**src/rtl/inst_store.sv**
```systemverilog
// Program store and instruction source: streaming load, then pipelined fetch.
// Optional build macro INST_CHECK_EN screens opcodes at write time.
module inst_store #(
  parameter int              DEPTH        = 16,
  parameter int              AW           = 4,
  parameter int              DW           = 32,
  parameter int              READ_LATENCY = 1,
  parameter logic [DW-1:0]   STOP_WORD    = 32'hFF00_0000
) (
  input  logic          Clock,
  input  logic          Reset_n,
  input  logic          LoadStart,
  input  logic          LoadValid,
  input  logic [DW-1:0] LoadData,
  input  logic          LoadDone,
  output logic          LoadReady,
  output logic [AW:0]   LoadCount,
  input  logic          Enable,
  input  logic [AW-1:0] Address,
  output logic [DW-1:0] DataOut,
  output logic          ProgReady,
  output logic          Overflow,
  output logic          IllegalInst
);

  typedef enum logic [1:0] {S_IDLE, S_LOAD, S_RUN} state_t;

  localparam logic [AW:0] FULL_CNT = (AW+1)'(DEPTH);
  localparam int          LAST     = READ_LATENCY - 1;

  state_t                 state_q, state_d;
  logic [AW:0]            count_q, count_d;
  logic [DEPTH-1:0]       valid_q, valid_d;
  logic                   overflow_q, overflow_d;
  logic                   illegal_q, illegal_d;
  logic [DW-1:0]          data_q, data_d;
  logic [DW-1:0]          mem_q [DEPTH];
  logic [READ_LATENCY-1:0] rd_vld_q;
  logic [AW-1:0]          rd_addr_q [READ_LATENCY];

  logic          load_ready;
  logic          wr_en;
  logic          wr_illegal;
  logic [DW-1:0] wr_word;
  logic [AW-1:0] wr_ptr;
  logic          rd_take;

  // The write pointer is the low bits of the word count; they advance together.
  assign wr_ptr     = count_q[AW-1:0];
  assign load_ready = (state_q == S_LOAD) && (count_q < FULL_CNT);

`ifdef INST_CHECK_EN
  logic [7:0] opcode;
  assign opcode     = LoadData[DW-1:DW-8];
  assign wr_illegal = !((opcode >= 8'h01 && opcode <= 8'h05) || opcode == 8'hFF);
  assign wr_word    = wr_illegal ? STOP_WORD : LoadData;
`else
  assign wr_illegal = 1'b0;
  assign wr_word    = LoadData;
`endif

  // NOTE: every variable gets a default before the case so no latch is inferred.
  always_comb begin
    state_d    = state_q;
    count_d    = count_q;
    valid_d    = valid_q;
    overflow_d = overflow_q;
    illegal_d  = illegal_q;
    wr_en      = 1'b0;
    if (LoadStart) begin
      state_d    = S_LOAD;
      count_d    = '0;
      valid_d    = '0;
      overflow_d = 1'b0;
      illegal_d  = 1'b0;
    end else begin
      case (state_q)
        S_LOAD: begin
          if (LoadValid) begin
            if (load_ready) begin
              wr_en           = 1'b1;
              valid_d[wr_ptr] = 1'b1;
              count_d         = count_q + (AW+1)'(1);
              if (wr_illegal) illegal_d = 1'b1;
            end else begin
              overflow_d = 1'b1;
            end
          end
          if (LoadDone) state_d = S_RUN;
        end
        default: ;
      endcase
    end
  end

  // A reload discards reads in flight and leaves DataOut untouched.
  assign rd_take = (state_q == S_RUN) && Enable && !LoadStart;

  always_comb begin
    data_d = data_q;
    if (!LoadStart && (state_q == S_RUN) && rd_vld_q[LAST]) begin
      data_d = valid_q[rd_addr_q[LAST]] ? mem_q[rd_addr_q[LAST]] : STOP_WORD;
    end
  end

  // NOTE: state registers use non-blocking assignments so all flops update together.
  always_ff @(posedge Clock or negedge Reset_n) begin
    if (!Reset_n) begin
      state_q    <= S_IDLE;
      count_q    <= '0;
      valid_q    <= '0;
      overflow_q <= 1'b0;
      illegal_q  <= 1'b0;
      data_q     <= '0;
      rd_vld_q   <= '0;
    end else begin
      state_q    <= state_d;
      count_q    <= count_d;
      valid_q    <= valid_d;
      overflow_q <= overflow_d;
      illegal_q  <= illegal_d;
      data_q     <= data_d;
      if (LoadStart) begin
        rd_vld_q <= '0;
      end else begin
        rd_vld_q[0] <= rd_take;
        for (int i = 1; i < READ_LATENCY; i++) rd_vld_q[i] <= rd_vld_q[i-1];
      end
    end
  end

  // NOTE: storage and read addresses are not reset; the valid bits and the
  // read-valid pipeline decide whether their contents are ever observed.
  always_ff @(posedge Clock) begin
    if (wr_en) mem_q[wr_ptr] <= wr_word;
    rd_addr_q[0] <= Address;
    for (int i = 1; i < READ_LATENCY; i++) rd_addr_q[i] <= rd_addr_q[i-1];
  end

  assign LoadReady   = load_ready;
  assign LoadCount   = count_q;
  assign DataOut     = data_q;
  assign ProgReady   = (state_q == S_RUN);
  assign Overflow    = overflow_q;
  assign IllegalInst = illegal_q;

endmodule

```
**config.mk**
```make
export PLATFORM = sky130hd
export DESIGN_NAME = inst_store
export DESIGN_NICKNAME = d
export VERILOG_FILES = /design/src/rtl/inst_store.sv
export SDC_FILE = /design/constraint.sdc
export NUM_CORES = 1
export LEC_CHECK = 0
export CORE_MARGIN = 5
export CORE_UTILIZATION = 36
export DETAILED_ROUTE_END_ITERATION = 12
export HOLD_SLACK_MARGIN = 0.08
export PLACE_DENSITY_LB_ADDON = 0.3
export SETUP_SLACK_MARGIN = 0.4
export SLEW_MARGIN = 10
export SYNTH_ARGS = -nofsm -noshare
export SYNTH_HDL_FRONTEND = slang
export SYNTH_SLANG_ARGS = --single-unit
```
**constraint.sdc**
```tcl
create_clock -name Clock -period 3.6 [get_ports Clock]
set_input_delay 0.72 -clock Clock [delete_from_list [all_inputs] [get_ports Clock]]
set_output_delay 0.72 -clock Clock [all_outputs]
set_load 0.01 [all_outputs]
```
# Word level (Yosys, flattened, before mapping)
# Memory sizes are Yosys's and may differ from the RTL's.
# Cells that the tools add are included.
# op_classes
addsub	1
n_lt_le_gt_ge	4
n_eq_ne	3
muxes	27
bitwise	1
reduce_logical	14
# ops
cell	n
$mux 16	4
$mux 32	1
$mux 5	4
$or 16x16->16	1
$mux 1	13
$lt 4x5->1 const B	2
$reduce_bool 2->1	4
$logic_and 1x1->1	6
$mux 2	3
$reduce_and 3->1	2
$add 5x1->5 const B	1
$lt 5x5->1 const B	1
$bmux 1 s4	1
$demux 1 s4	1
$ge 4x1->1 const B	1
$eq 2x1->1 const B	1
$eq 2x2->1 const B	1
$ne 2x2->1 const B	1
$reduce_and 2->1	1
$logic_not 1->1	1
# word_totals
register_bits	57
mem_bits_rw	516
elab_cells	58
memories	2
# mem_list
memory	depth	width	rd	rd_clocked_by_memory_dff	write_ports	line_no	text
mem_q	16	32	1	0	1	37	logic [DW-1:0] mem_q [DEPTH];
rd_addr_q	1	4	1	0	1	39	logic [AW-1:0] rd_addr_q [READ_LATENCY];

# Depth between registers and ports, before layout
# depth
word_depth	9
mapped_depth	7
ltp_nobuf	5

# Worst setup path before layout
# No wires, ideal clock.
# synth_timing
path_kind	input to register
from	in LoadValid
to	mem mem_q[3][0] (enable)
setup_time_ns	0.461
arrival_ns	3.568
required_time_ns	3.139
path_slack_ns	-0.429
path_stages	4
path_cell_list	nand4bb_1 > nor2_1 > nand2_1 > nor3_1
# synth_between
elab_chain_cells	5
# synth_rtl
item	line_no	text
from (decl)	13	input logic LoadValid,
$mux 1	79	if (LoadValid) begin
$mux 1	77	case (state_q)
$mux 1	70	if (LoadStart) begin
$mux 1	135	if (wr_en) mem_q[wr_ptr] <= wr_word;
$mux 1 (implied by the code)	135	
to (decl)	37	
# Every way passes these cells.

# Worst setup path in the final report
# layout_timing
from	reg count_q[2] (netlist: LoadCount[2])
to	out LoadCount[2]
# layout_lines
item	line_no	text
from (decl)	32	logic [AW:0] count_q, count_d;
from (signal assigned)	118	count_q <= count_d;
to (decl)	17	output logic [AW:0] LoadCount,
# No word-level cell between the ends.

==> results by stage <==
Run:
- Across the run, the number of max-cap violations was 0.

Die:
- The die covers 65100 um2.
- The floorplan step set the die width to 255 um.
- The floorplan has 89 rows.
- The height of the chip is 255 um.
- The I/O pin count is 83.
- The initial core utilization is 0.365.
- The core region area is 59200 um2.

Synth:
- Yosys mapped the design onto 39 distinct sky130hd cell types.
- The synthesized instance count is 1003.
- The leading register cell type out of synthesis is edfxtp_1.
- Of the post-synthesis cell area, the dominant cell type holds 0.710.
- Counting flops with a built-in enable in the synthesized netlist gives 512.
- The sequential element share of the synthesized area is 0.780.
- After synthesis the cells add up to 21600 um2.
- The Yosys step of the flow raised 0 warnings.
- The cell accounting for the most synthesized area is edfxtp_1.
- The synthesized area divided by synthesized cell count is 21.6 um2.
- The post-synthesis async set-or-reset flop share is 0.0995.
- The number of nets in the synthesized netlist is 1049.
- Yosys attributes the largest share of cell area to edfxtp_1 71%, mux4_2 14%, dfrtp_1 6.6%.
- The register bit total from synthesis is 573.

Detailed routing:
- The routed length per placed instance is 24.5 um.
- Once detail routing completed, the nets flagged for antenna violations numbered 0.
- The number of remaining DRC errors is 0.
- The routed wire length is 47.6 mm.
- Before antenna repair, the detailed router went through 5 iterations.
- In the routed layout, each cell is associated on average with a via count of 5.25.
- Summing over every cut layer, the via total after detailed routing is 10200.
- The detailed router finished its first iteration with 825 violations.

Hold path:
- In this run the worst hold path is classified as primary input to asynchronous set/reset pin.

Pwr:
- The combinational share of power is 0.042.
- The maximum resistive drop on vdd is 0.000360 V.
- The switching portion of total power is 0.203.
- Dividing total power by cell area gives a power density of 542 nW/um2.
- The part of the total power dissipated in the clock network is 0.431.
- Of the total power, registers draw 0.527.
- The analysis attributes to net switching a power of 2.82 mW.
- The static power due to leakage is 8.28 nW.
- The internal portion of the total power is 11.1 mW.

STA:
- The max-slew violation count is 0.
- Dividing the final minimum period by the clock period gives 0.811.
- Setup violations remaining at the end of the flow were counted as 0.
- The count of final hold-check violations is 0.
- The top achievable clock speed is 342 MHz.
- The slew at the pin closest to its max-slew limit is 1030 ps.
- The time the final worst path needs with I/O delays and setup is 2920 ps.
- The worst-case headroom to the max-slew limit is 0.315.
- Setup repair after global routing left no endpoint under its margin.
- The final worst-path setup slack is 679 ps.
- For the final routed database, the setup TNS stands at 0 ps.
- The clock arrives with 15.7 ps of skew.

Finish:
- The final core utilization is 0.433.
- The relative area change from synthesis to final layout is 18.4%.
- The finished cells cover 25600 um2.
- The count of fill cells added during filler insertion is 5063.
- The count of placed standard cells in the final layout, fillers left out is 1948.
- Leaving out fill and tap cells, the most frequent cell in the layout is edfxtp_1.
- The number of diodes added for antenna fixing is 0.
- At the end of the flow, the number of nets in the layout was 1172.
- The ratio of cells with drive above 1 in the final layout is 0.246.
- Leaving out fill and tap cells, the most frequent cells in the layout are 512 x edfxtp_1, 130 x mux4_2, 80 x clkdlybuf4s50_1.

Setup path:
- The startpoint type of the worst setup path is a register.
- The stage delay of the slowest cell on the critical path is 910 ps.
- The highest fanout seen on the critical path is 17.
- STA classifies the critical path endpoint as an output port.
- The worst path arrival time is 2200 ps.
- The number of buffer and inverter stages on the critical path is 1.
- Data on the critical path is required at its endpoint by 2880 ps.
- The cell with the largest stage delay on the worst path is dfrtp_1.
- The category of cells accounting for the largest share of critical-path delay is flip-flops.
- The critical path is of the register to output port type.
- The first element of the critical path is LoadCount[2].
- The startpoint identified for the worst register-to-register timing path is state_q[0].
- The critical path goes through clkdlybuf4s50_1.

Global route:
- In the global route stage, met1 resource usage came out at 0.211.
- The global routing stage identified its most utilized layer as met2.
- The fraction of met3 tracks used by global routing is 0.0249.
- For this run, the total global-route usage over all layers was measured as 0.146.
- The number of antenna violations at the first check in global routing is 0.
- The via count of the first global-routing pass came to 10800.
- The global-route congestion overflow total is 0.
- In the global route stage, met2 resource usage came out at 0.232.
- The first global-routing pass estimated 71.1 mm of wire.
- Entering global routing, the biggest net connects 59 pins.

Placement:
- The cell total after placement is 1840.
- The placed instance area is 23700 um2.
- The count of input and output buffers is 81.
- Once detailed placement completed, the half-perimeter wirelength came to 27.9 mm.
- At the end of routability-driven placement, the weighted congestion stood at 0.731.
- At the placement stage, the worst setup path has a slack of 419 ps.

Outcome:
- The flow ran to the end, and the final reports show no timing, DRC or antenna violations.

Clock network:
- The CTS buffer count is 57.
- CTS built an H-tree with a depth of 2.
- The number of setup buffers added after CTS is 0.
- After clock tree synthesis, the repair step resized 0 gates.
- The cell chosen for the clock root is clkbuf_16.
- The maximum clock path buffer count is 3.
- The number of hold-repair buffers added at the cts stage is 0.
- The later-pin clock latency in the skew report is 600 ps.
- Clock-pin slew was measured on the worst setup and hold paths at 60 ps.
- TritonCTS built the clock tree.
- The clock drives 573 sinks.
## synthesized netlist by cell type, types with 4 or more instances
master    number
edfxtp_1     512
mux4_2       130
a22oi_1       64
dfrtp_1       57
nor2_1        40
nand2_1       36
clkbuf_1      34
a22o_1        24
a21oi_1       12
a31oi_1       11
buf_6         11
buf_2         10
inv_1          8
o22ai_1        6
dfxtp_1        4
ha_1           4
nor2b_1        4
nor3_1         4
## final cells by class
| cell class | count | area, um2 | area share |
|---|---|---|---|
| well taps | 773 | 967 | 0.0377 |
| multi-input cells | 362 | 4570 | 0.179 |
| inverters | 8 | 30.0 | 0.00117 |
| clock inverters | 29 | 318 | 0.0124 |
| flip-flops and latches | 573 | 16900 | 0.659 |
| clock buffers | 79 | 1590 | 0.0621 |
| repair buffers | 124 | 1260 | 0.0490 |
## kinds of logic (layout without fill, tap and decap cells)
kind of cell | Yosys count | count (layout) | synth area share
multiplexers | 134 | 134 | 0.137
other | 1 | 1 | 0.000173
XOR/XNOR | 2 | 2 | 0.000809
flip-flops | 573 | 573 | 0.780
AND/OR/NAND/NOR | 98 | 98 | 0.0204
adder cells (fa/ha/maj) | 4 | 4 | 0.00231
buffers and inverters | 68 | 240 | 0.0168
AO/OA/AOI/OAI | 123 | 123 | 0.0425
## metal layers
metal  vias up  wire length [um]
met2       276             22900
met5         -                 0
met4         0               805
met1      5453             21200
met3        54              2690
li1       4445                 -
## registers in the layout (all words and copies together), names as in the netlist
register,count
rd_vld_q,1
valid_q,16
mem_q,512
Overflow,1
state_q,2
LoadCount,5
rd_addr_q,4
DataOut,32
## stage by stage
stage	hold slack (ps)	total power, mW
6_report	252	13.9
5_1_grt	307	14.4
4_1_cts	250	14.1
3_5_place_dp	488	8.05
3_3_place_gp	473	8.04
2_1_floorplan	424	7.76
## power by group through the flow
stage	clock network, mW	logic [mW]	registers [mW]
2_1_floorplan	0	0.326	7.44
3_3_place_gp	0	0.587	7.46
3_5_place_dp	0	0.597	7.46
4_1_cts	6.14	0.598	7.32
5_1_grt	6.43	0.634	7.32
6_report	5.98	0.583	7.32
## worst paths after layout
path	slack [ps]	endpoint	cells past startpoint
setup / recovery	680	LoadCount[2]	1
hold / removal	250	DataOut[7]	1
max in group asynchronous	2730	DataOut[24]	1
setup reg to reg	1070	mem_q[3][31]	5
hold reg to reg	500	valid_q[14]	2
min in group Clock	500	valid_q[14]	2
No activity file was read; power rests on OpenSTA's default activity.
